<file path="config.mk">
export PLATFORM = sky130hd
export DESIGN_NAME = oam_dma_arbiter
export DESIGN_NICKNAME = d
export VERILOG_FILES = /design/src/rtl/oam_dma_arbiter_pkg.sv /design/src/rtl/oam_dma_arbiter_engine.sv /design/src/rtl/oam_dma_arbiter.sv
export SDC_FILE = /design/constraint.sdc
export NUM_CORES = 1
export LEC_CHECK = 0
export CAP_MARGIN = 0
export CORE_ASPECT_RATIO = 0.6
export CORE_MARGIN = 1.5
export CORE_UTILIZATION = 46
export DETAILED_ROUTE_END_ITERATION = 7
export PLACE_DENSITY = 0.9
export SETUP_SLACK_MARGIN = 0.5
export SLEW_MARGIN = 5
export SYNTH_ARGS = -nofsm -noshare
export SYNTH_HDL_FRONTEND = slang
export SYNTH_HIERARCHICAL = 1
export SYNTH_SLANG_ARGS = --single-unit
export TNS_END_PERCENT = 50
</file>
<file path="constraint.sdc">
create_clock -name clk -period 8.85 [get_ports clk]
set_input_delay 2.2125 -clock clk [delete_from_list [all_inputs] [get_ports clk]]
set_output_delay 2.2125 -clock clk [all_outputs]
set_load 0.02 [all_outputs]
</file>
<file path="src/rtl/oam_dma_arbiter_pkg.sv">
// oam_dma_arbiter_pkg
// Shared types and constants for the OAM DMA engine and the OAM port arbiter.
//   ppu_mode_t   : PPU STAT[1:0] modes
//   oam_owner_t  : which requester drives the OAM port in a given clock
//   OAM_BASE/OAM_END/DMA_REG_ADDR : address map constants
//   ST_*         : DMA engine FSM encodings
//   fold_src_hi  : maps an FF46 value onto the source high byte (echo RAM fold)
package oam_dma_arbiter_pkg;

    typedef enum logic [1:0] {
        MODE_0 = 2'd0,  // HBlank
        MODE_1 = 2'd1,  // VBlank
        MODE_2 = 2'd2,  // OAM search
        MODE_3 = 2'd3   // pixel transfer
    } ppu_mode_t;

    typedef enum logic [1:0] {
        OWN_DMA = 2'd0,
        OWN_PPU = 2'd1,
        OWN_CPU = 2'd2
    } oam_owner_t;

    localparam logic [15:0] OAM_BASE     = 16'hFE00;
    localparam logic [15:0] OAM_END      = 16'hFE9F;
    localparam logic [15:0] DMA_REG_ADDR = 16'hFF46;

    localparam logic [2:0] ST_IDLE  = 3'd0;
    localparam logic [2:0] ST_DELAY = 3'd1;
    localparam logic [2:0] ST_READ  = 3'd2;
    localparam logic [2:0] ST_WAIT  = 3'd3;
    localparam logic [2:0] ST_WRITE = 3'd4;
    localparam logic [2:0] ST_PAD   = 3'd5;

    // Sources at or above 0xE0 land in echo RAM; fold them down onto WRAM.
    function automatic logic [7:0] fold_src_hi(input logic [7:0] reg_val);
        return (reg_val < 8'hE0) ? reg_val : reg_val - 8'h20;
    endfunction

endpackage

</file>
<file path="src/rtl/oam_dma_arbiter_engine.sv">
// oam_dma_engine
// Sequencer for one 160-byte OAM DMA transfer: start delay, then per byte
// READ (src_rd) -> WAIT (source latency) -> WRITE (one OAM write) -> PAD.
// A start pulse at any time (re)starts the transfer from byte 0.
// Ports:
//   clk, rst      : clock, synchronous active-high reset
//   start         : one-clock FF46 write strobe
//   start_val     : value written to FF46
//   src_a, src_rd : source bus address / read strobe
//   src_dout      : source data, valid SRC_LATENCY clocks after src_rd
//   idx           : current byte index (0..OAM_BYTES-1)
//   data          : captured source byte for the current WRITE
//   write         : high during the WRITE state
//   active        : high whenever the engine is not idle (owns OAM)
//   state         : FSM state (debug)
module oam_dma_engine
    import oam_dma_arbiter_pkg::*;
#(
    parameter int CYCLES_PER_BYTE = 4,
    parameter int SRC_LATENCY     = 1,
    parameter int START_DELAY     = 4,
    parameter int OAM_BYTES       = 160
) (
    input  logic        clk,
    input  logic        rst,
    input  logic        start,
    input  logic [7:0]  start_val,
    output logic [15:0] src_a,
    output logic        src_rd,
    input  logic [7:0]  src_dout,
    output logic [7:0]  idx,
    output logic [7:0]  data,
    output logic        write,
    output logic        active,
    output logic [2:0]  state
);

    // Clocks left in the byte slot after READ, WAIT and WRITE.
    localparam int PAD_CYCLES = CYCLES_PER_BYTE - 2 - SRC_LATENCY;

    logic [7:0] cnt;
    logic [7:0] src_hi;
    logic       last_byte;

    assign last_byte = (idx == 8'(OAM_BYTES - 1));

    always_ff @(posedge clk) begin
        if (rst) begin
            state  <= ST_IDLE;
            cnt    <= 8'd0;
            idx    <= 8'd0;
            src_hi <= 8'd0;
            data   <= 8'd0;
        end else if (start) begin
            // A write to FF46 wins over whatever the FSM was doing.
            state  <= ST_DELAY;
            cnt    <= 8'(START_DELAY - 1);
            idx    <= 8'd0;
            src_hi <= fold_src_hi(start_val);
        end else begin
            case (state)
                ST_IDLE: begin
                    state <= ST_IDLE;
                end
                ST_DELAY: begin
                    if (cnt == 8'd0) state <= ST_READ;
                    else             cnt   <= cnt - 8'd1;
                end
                ST_READ: begin
                    state <= ST_WAIT;
                    cnt   <= 8'(SRC_LATENCY - 1);
                end
                ST_WAIT: begin
                    // Capture on the last WAIT clock so the write does not
                    // depend on the source holding its data any longer.
                    if (cnt == 8'd0) begin
                        data  <= src_dout;
                        state <= ST_WRITE;
                    end else begin
                        cnt <= cnt - 8'd1;
                    end
                end
                ST_WRITE: begin
                    if (PAD_CYCLES == 0) begin
                        if (last_byte) begin
                            state <= ST_IDLE;
                        end else begin
                            idx   <= idx + 8'd1;
                            state <= ST_READ;
                        end
                    end else begin
                        state <= ST_PAD;
                        cnt   <= 8'(PAD_CYCLES - 1);
                    end
                end
                ST_PAD: begin
                    if (cnt == 8'd0) begin
                        if (last_byte) begin
                            state <= ST_IDLE;
                        end else begin
                            idx   <= idx + 8'd1;
                            state <= ST_READ;
                        end
                    end else begin
                        cnt <= cnt - 8'd1;
                    end
                end
                default: begin
                    state <= ST_IDLE;
                end
            endcase
        end
    end

    assign src_a  = {src_hi, idx};
    assign src_rd = (state == ST_READ);
    assign write  = (state == ST_WRITE);
    assign active = (state != ST_IDLE);

endmodule

</file>
<file path="src/rtl/oam_dma_arbiter.sv">
// oam_dma_arbiter
// Owns the OAM port and shares it between OAM DMA, the PPU and the CPU with
// fixed priority DMA > PPU > CPU, evaluated every clock. Holds the FF46
// register and starts the DMA engine on each write to it.
// Handshake: all strobes (cpu_wr, src_rd, oam_wr) are single-clock qualifiers
// with no back-pressure; a CPU OAM access while another requester owns the
// port is simply dropped (write) or answered with 0xFF (read).
// Ports:
//   clk, rst                 : clock, synchronous active-high reset
//   cpu_a/cpu_din/cpu_wr/cpu_rd : CPU bus side
//   cpu_dout                 : FF46 value, OAM data (0xFF when blocked), else 0x00
//   src_a/src_rd/src_dout    : DMA source bus
//   ppu_mode/ppu_oam_a       : PPU mode and OAM read address
//   ppu_oam_dout             : OAM data to PPU (0xFF when the PPU does not own the port)
//   oam_a/oam_din/oam_wr/oam_dout : OAM RAM port
//   dma_active               : high while a transfer is in progress
module oam_dma_arbiter
    import oam_dma_arbiter_pkg::*;
#(
    parameter int CYCLES_PER_BYTE = 4,
    parameter int SRC_LATENCY     = 1,
    parameter int START_DELAY     = 4,
    parameter int OAM_BYTES       = 160
) (
    input  logic        clk,
    input  logic        rst,
    input  logic [15:0] cpu_a,
    input  logic [7:0]  cpu_din,
    input  logic        cpu_wr,
    input  logic        cpu_rd,
    output logic [7:0]  cpu_dout,
    output logic [15:0] src_a,
    output logic        src_rd,
    input  logic [7:0]  src_dout,
    input  logic [1:0]  ppu_mode,
    input  logic [15:0] ppu_oam_a,
    output logic [7:0]  ppu_oam_dout,
    output logic [15:0] oam_a,
    output logic [7:0]  oam_din,
    output logic        oam_wr,
    input  logic [7:0]  oam_dout,
    output logic        dma_active
);

    logic [7:0] dma_reg;
    logic       dma_start;
    logic [7:0] dma_idx;
    logic [7:0] dma_data;
    logic       dma_write;
    logic [2:0] dma_state;
    logic       cpu_in_oam;
    ppu_mode_t  mode;
    oam_owner_t owner;

    // cpu_dout is decoded from cpu_a alone; the read strobe carries no state here.
    logic unused_cpu_rd;
    assign unused_cpu_rd = cpu_rd;

    assign mode       = ppu_mode_t'(ppu_mode);
    assign dma_start  = cpu_wr && (cpu_a == DMA_REG_ADDR);
    assign cpu_in_oam = (cpu_a >= OAM_BASE) && (cpu_a <= OAM_END);

    always_ff @(posedge clk) begin
        if (rst)            dma_reg <= 8'h00;
        else if (dma_start) dma_reg <= cpu_din;
    end

    oam_dma_engine #(
        .CYCLES_PER_BYTE (CYCLES_PER_BYTE),
        .SRC_LATENCY     (SRC_LATENCY),
        .START_DELAY     (START_DELAY),
        .OAM_BYTES       (OAM_BYTES)
    ) u_engine (
        .clk       (clk),
        .rst       (rst),
        .start     (dma_start),
        .start_val (cpu_din),
        .src_a     (src_a),
        .src_rd    (src_rd),
        .src_dout  (src_dout),
        .idx       (dma_idx),
        .data      (dma_data),
        .write     (dma_write),
        .active    (dma_active),
        .state     (dma_state)
    );

    always_comb begin
        owner = OWN_CPU;
        if (dma_state != ST_IDLE)                   owner = OWN_DMA;
        else if (mode == MODE_2 || mode == MODE_3)  owner = OWN_PPU;
    end

    always_comb begin
        oam_a        = OAM_BASE;
        oam_din      = 8'h00;
        oam_wr       = 1'b0;
        ppu_oam_dout = 8'hFF;
        cpu_dout     = 8'h00;

        case (owner)
            OWN_DMA: begin
                oam_a   = OAM_BASE + {8'h00, dma_idx};
                oam_din = dma_data;
                oam_wr  = dma_write;
            end
            OWN_PPU: begin
                oam_a        = ppu_oam_a;
                ppu_oam_dout = oam_dout;
            end
            default: begin
                // FEA0-FEFF is unusable space: the CPU never reaches the RAM there.
                if (cpu_in_oam) begin
                    oam_a = cpu_a;
                    if (cpu_wr) begin
                        oam_wr  = 1'b1;
                        oam_din = cpu_din;
                    end
                end
            end
        endcase

        if (cpu_a == DMA_REG_ADDR) cpu_dout = dma_reg;
        else if (cpu_in_oam)       cpu_dout = (owner == OWN_CPU) ? oam_dout : 8'hFF;
    end

endmodule

</file>
==> results.yml, run 1 <==
global_routing:
  grt_pass1_vias: 2646
  groute.usage.overall: 0.2537
  antenna_found_initial: 0
  grt.overflow.total: 0
  grt_first_pass_wirelength_mm: 12.91
  grt_max_degree: 31
die:
  io_pins: 121
  die_y_um: 62.70
  core-area_mm2: 0.005649
  start_util: 0.4837
  die_w_um: 102.5
  design.die.area_mm2: 0.006427
  fp-row-count: 21
detailed_routing:
  first_iter_violations: 232
  via_per_inst: 5.675
  remaining_drc_errors: 0
  ant_nets: 0
  routedWlPerCell_um: 16.22
  drt_first_pass_iters: 5
  routed_wl_mm: 8.336
  routed-via-count: 2917
clock_tree:
  cts-root-buf: "clkbuf_8"
  hold_buffers: 0
  ctsHtreeMaxLevel: 2
  clock_path_buffers: 2
  cts_tree: "done"
  cts.sinks: 43
  clk-insertion-delay-late_ps: 300
  ctsResizeCount: 0
  cts_buffers: 5
  post_cts.repair.setup_buffers: 0
  path_clk_slew_ps: 80
sta:
  hold_viol_final: 0
  fin_crit_sh: 0.7874
  tns_ps: 0
  fin_crit_ps: 6968
  tightest_slew_ps: 1089
  finalSetupViolCount: 0
  maxSlewViolCount: 0
  rsz0062_at_grt: "false"
  slew_headroom: 0.2681
  finClkSkew_ps: 4.834
  fmaxAchievable_mhz: 143.5
  fin_hold_ws_ps: 486.7
critical_path:
  r2r_end: "u_engine/idx[3]"
  cp_max_fo: 10
  worstRegToRegCells: 6
  worst_setup_path_end_kind: "output port"
  worstPathRequired_ps: 6640
  worstReg2RegStart: "u_engine/cnt[0]"
  crit_arrival_ps: 4760
  worst_setup_path_start_kind: "primary input"
  rrSetupSlack_ps: 6550
  path_class: "in2out"
final_layout:
  fillCellCount: 441
  layout.nets: 499
  multiInputGateArea_mm2: 0.001682
  drive_gt1_frac: 0.05991
  seqCellArea_um2: 860.8
  diodes: 0
  area_growth_syn_to_layout_pct: 47.25
yosys:
  ys_warn_count: 6
  synth-edff-count: 0
  synth_nets: 397
  ys_seq_area_frac: 0.3150
  synth_area_mm2: 0.002733
  syn_inst: 331
  synth.area.top_cells: "dfxtp_1 (32%), a21oi_1 (6.8%), mux2i_1 (5.5%)"
  synth_flop_cell: "dfxtp_1"
  synth-seq-cells: 43
  ys_types: 59
  syn-mean-instance-area_um2: 8.256
  async_reset_ff_frac: 0
  synth_top_area_share: 0.3150
  netlist.top_cell.by_area: "dfxtp_1"
power:
  p_per_area_mw_per_mm2: 195.9
  leakagePower_nw: 1.571
  vdd_ir_drop_max_mv: 0.1048
min_path:
  hold_depth: 2
  min_to: "u_engine/cnt[0]"
  holdCritStartpoint: "u_engine/cnt[0]"
  hold_class: "reg2reg"
run_status:
  status: "finished, final reports clean"
placed_design:
  gp_congestion: 0.8402
  io_buffers: 118
  dp_hpwl_mm: 6.317
job:
  maxCapViolations: 0
-- logic make-up after synthesis --
| family | synth area share |
|---|---|
| simple gates | 0.3109 |
| compound gates | 0.2280 |
| flops | 0.3150 |
| buf+inv | 0.06960 |
| mux | 0.05494 |
| fa+ha+maj | 0.01832 |
| xor+xnor | 0.003206 |
-- cells in the mapped netlist, types with 2 or more instances --
master    count
a211oi_1      2
buf_4         8
nor3_1        3
o21a_1        3
or2_2         2
nor4_4        2
or3b_2        2
mux2i_1      15
nand2_1      10
nand2b_1     20
a21bo_1       8
clkbuf_1     11
buf_1         2
o21ai_0      20
and2_1        2
nor2_1       28
a221oi_1      2
inv_1        13
nor4_1        4
nor3b_1       3
a21oi_1      37
o31ai_1       4
dfxtp_1      43
buf_6         2
or4_1         5
a22o_1        8
nor4bb_1      2
ha_1          4
or3_1         7
nand4_1       3
o21ai_1       2
buf_2         2
nand3_1      16
nand3b_1      9
o31a_1        3
-- per-layer routing --
layer / vias up / track usage / part of all wire
li1: 1403 / - / -
met1: 1398 / 0.3441 / 0.45
met2: 109 / 0.4098 / 0.46
met4: 0 / 0.05137 / 0.0086
met5: - / 0 / 0
met3: 7 / 0.06152 / 0.078
-- per-stage QoR --
stage	utilization	power (mW)	setup slack [ps]	instances	area (um^2)
2_1_floorplan	-	0.4700	3138	331	2733
3_3_place_gp	0.6882	0.5911	1926	506	3887
3_5_place_dp	0.6882	0.6025	1895	506	3887
4_1_cts	0.7123	0.7839	1888	514	4024
5_1_grt	0.7123	0.8348	1776	514	4024
6_report	0.7123	0.7882	1882	514	4024
-- final cells by class --
cell class              count  share of cell area
clock buffers               5             0.01710
clock inverters             3             0.01679
inverters                  13             0.01213
multi-input cells         250              0.4179
flip-flops and latches     43              0.2139
well taps                  80             0.02488
repair buffers            120              0.2973
-- worst max-delay path, cell delays in order --
cell and delay [ps]:
clkdlybuf4s50_1 480, or3b_4 400, or4_1 660, nor2_8 240, a21bo_1 140, clkdlybuf4s50_1 610
-- worst max-delay path by stage --
| stage | to | from |
|---|---|---|
| final | cpu_dout[3] | cpu_a[1] |
| after global placement | cpu_dout[1] | cpu_a[1] |
| after global routing | cpu_dout[3] | cpu_a[1] |
| after floorplan | cpu_dout[0] | cpu_a[0] |
| after CTS | cpu_dout[3] | cpu_a[1] |
| after detailed placement | cpu_dout[3] | cpu_a[1] |
-- report_power, final --
part           leakage (nW)  internal, mW  switching [mW]
combinational          1.16         0.157           0.213
clock                0.0644         0.113          0.0718
sequential            0.347         0.208          0.0259
total                  1.57         0.478           0.311
-- placed cells by master, fill, tap and decap left out, types with 3 or more instances in the layout --
master	synthesis	layout
clkbuf_8	0	5
o31ai_1	4	4
inv_1	13	13
o21ai_0	20	20
nor4_1	4	4
nor3b_1	3	3
or4_1	5	5
or3_1	7	7
o21a_1	3	3
dfxtp_1	43	43
clkdlybuf4s50_1	0	118
ha_1	4	4
o31a_1	3	3
nor2_1	28	28
nand3b_1	9	9
mux2i_1	15	15
a22o_1	8	8
nand2_1	10	10
a21oi_1	37	37
nand4_1	3	3
nand3_1	16	16
nor3_1	3	3
nand2b_1	20	20
a21bo_1	8	8
(Power assumes the default switching activity.)
==> run 2, diff against run 1 <==
--- a/config.mk
+++ b/config.mk
@@ -8,9 +8,9 @@
 export CAP_MARGIN = 0
 export CORE_ASPECT_RATIO = 0.6
 export CORE_MARGIN = 1.5
-export CORE_UTILIZATION = 46
+export CORE_UTILIZATION = 38
 export DETAILED_ROUTE_END_ITERATION = 7
-export PLACE_DENSITY = 0.9
+export PLACE_DENSITY = 0.8
 export SETUP_SLACK_MARGIN = 0.5
 export SLEW_MARGIN = 5
 export SYNTH_ARGS = -nofsm -noshare
==> constraint.sdc (replaced) <==
create_clock -name clk -period 6.3 [get_ports clk]
set_input_delay 1.575 -clock clk [delete_from_list [all_inputs] [get_ports clk]]
set_output_delay 1.575 -clock clk [all_outputs]
set_load 0.02 [all_outputs]
==> run 2 against run 1 <==
The flow now finishes with violations (DRC). Clock-buffer cell count stayed put. Non-clock buffer count is 2 higher. Global-route usage is 3.3 points lower. Critical path depth stayed put. Worst setup slack worse by 1300 ps. Worst hold slack worse by 18 ps. Sequential cell count stayed put. Die area is 20% higher. Wire length is 4.8% higher. Cell count is 1.8% higher. Register-to-register slack worse by 2500 ps. Critical path type unchanged.
==> results.yml, run 2 (same netlist as run 1, synthesis figures left out) <==
clock_tree:
  clock_path_buffers: 2
  post_cts.repair.setup_buffers: 0
  ctsResizeCount: 0
  cts_tree: "done"
  cts_buffers: 5
  path_clk_slew_ps: 60
  clk-insertion-delay-late_ps: 280
  cts-root-buf: "clkbuf_16"
  cts.sinks: 43
  hold_buffers: 0
  ctsHtreeMaxLevel: 2
sta:
  maxSlewViolCount: 0
  rsz0062_at_grt: "false"
  slew_headroom: 0.2707
  tightest_slew_ps: 1091
  finClkSkew_ps: 6.663
  fin_crit_ps: 5673
  tns_ps: 0
  fin_crit_sh: 0.9004
  fin_hold_ws_ps: 469.0
  hold_viol_final: 0
  fmaxAchievable_mhz: 176.3
  finalSetupViolCount: 0
min_path:
  hold_class: "reg2reg"
  hold_depth: 2
critical_path:
  worst_setup_path_start_kind: "primary input"
  cp_slowest_cell: "or4_1"
  crit_cells: 6
  crit_top_cell: "clkdlybuf4s50_1"
  crit_arrival_ps: 4100
  worstRegToRegCells: 6
  worst_setup_path_end_kind: "output port"
  worstPathRequired_ps: 4720
  critPathBufInv: 2
  cpPeakStageDelay_ps: 670
  path_delay_family: "simple AND/OR/NAND/NOR gates"
  path_class: "in2out"
  cp_max_fo: 10
  path_cells: "clkdlybuf4s50_1 -> or3b_4 -> or4_1 -> nor2_8 -> a21bo_1 -> clkdlybuf4s50_1"
die:
  core-area_mm2: 0.006820
  io_pins: 121
  die_y_um: 68.69
  start_util: 0.4007
  design.die.area_mm2: 0.007725
  die_w_um: 112.5
  fp-row-count: 23
final_layout:
  fillCellCount: 622
  final_common_cell: "clkdlybuf4s50_1"
  seqCellArea_um2: 860.8
  multiInputGateArea_mm2: 0.001682
  layout.nets: 501
  diodes: 0
  layout_common_cells: "clkdlybuf4s50_1 (118), dfxtp_1 (43), a21oi_1 (37), nor2_1 (28)"
  area_growth_syn_to_layout_pct: 48.63
  drive_gt1_frac: 0.06422
detailed_routing:
  first_iter_violations: 253
  routedWlPerCell_um: 16.70
  routed-via-count: 2945
  routed_wl_mm: 8.735
  drt_first_pass_iters: 8
  via_per_inst: 5.631
  remaining_drc_errors: 9
  ant_nets: 0
global_routing:
  antenna_found_initial: 0
  groute.usage.overall: 0.2210
  grt_first_pass_wirelength_mm: 13.59
  grt_pass1_vias: 2778
  grt.overflow.total: 0
  grt_max_degree: 31
placed_design:
  dp_hpwl_mm: 6.536
  gp_congestion: 0.7923
  io_buffers: 118
power:
  leakagePower_nw: 1.587
  vdd_ir_drop_max_mv: 0.1359
  p_int_uw: 663.8
  p_clk_frac: 0.234
  seq_power_share: 0.295
  combPwrFrac: 0.471
  p_per_area_mw_per_mm2: 274.9
  p_switching_uw: 452.7
  power.share.switching: 0.4055
job:
  maxCapViolations: 0
run_status:
  failed_checks: "DRC"
  status: "complete, but fails checks"
==> run 2: cell count changes in the layout (fill, tap and decap cells not counted), sizes merged <==
cell / previous run / this run
buf: 2 / 4
bufinv: 2 / 0
clkinv: 0 / 2
==> run 2: worst paths after layout <==
check             slack, ps            start         endpoint
setup / recovery        630         cpu_a[1]      cpu_dout[5]
hold / removal          470  u_engine/cnt[0]  u_engine/cnt[0]
setup reg to reg       4080  u_engine/cnt[0]  u_engine/idx[7]
hold reg to reg         470  u_engine/cnt[0]  u_engine/cnt[0]
==> run 2: routing by layer <==
layer / part of all wire / track usage
met1: 0.45 / 0.2899
met2: 0.45 / 0.3727
met3: 0.095 / 0.06206
met4: 0.0044 / 0.04272
met5: 0 / 0
==> run 2: metrics by stage <==
stage | util | instance area [um^2] | total power, mW | cells | setup WS (ps)
after global routing | 0.5955 | 4061 | 1.177 | 523 | 513.7
after CTS | 0.5955 | 4061 | 1.115 | 523 | 630.6
final | 0.5955 | 4061 | 1.116 | 523 | 627.5
after global placement | 0.5735 | 3911 | 0.8410 | 515 | 677.6
after detailed placement | 0.5735 | 3911 | 0.8542 | 515 | 635.0
after floorplan | - | 2733 | 0.6603 | 331 | 1863
==> run 2: area by class of cell <==
cell class,instances,share of cell area
timing repair buffer,122,0.2982
tap,87,0.02680
multi-input combinational,250,0.4140
clock inverter,3,0.006161
inverter,13,0.01201
sequential,43,0.2120
clock buffer,5,0.03081
==> run 2: worst reg2reg max path: cells and delay by family (launching register included) <==
kind / cells / cell delay (ps)
simple gates: 3 / 1360
flops: 1 / 320
fa+ha+maj: 1 / 220
compound gates: 1 / 160
buf+inv: 1 / 100
==> run 2: power by group through the flow <==
stage	clock (mW)	sequential [mW]	combinational [mW]
2_1_floorplan	0	0.317	0.343
6_report	0.261	0.329	0.526
3_5_place_dp	0	0.334	0.520
3_3_place_gp	0	0.332	0.509
4_1_cts	0.263	0.328	0.525
5_1_grt	0.274	0.334	0.569
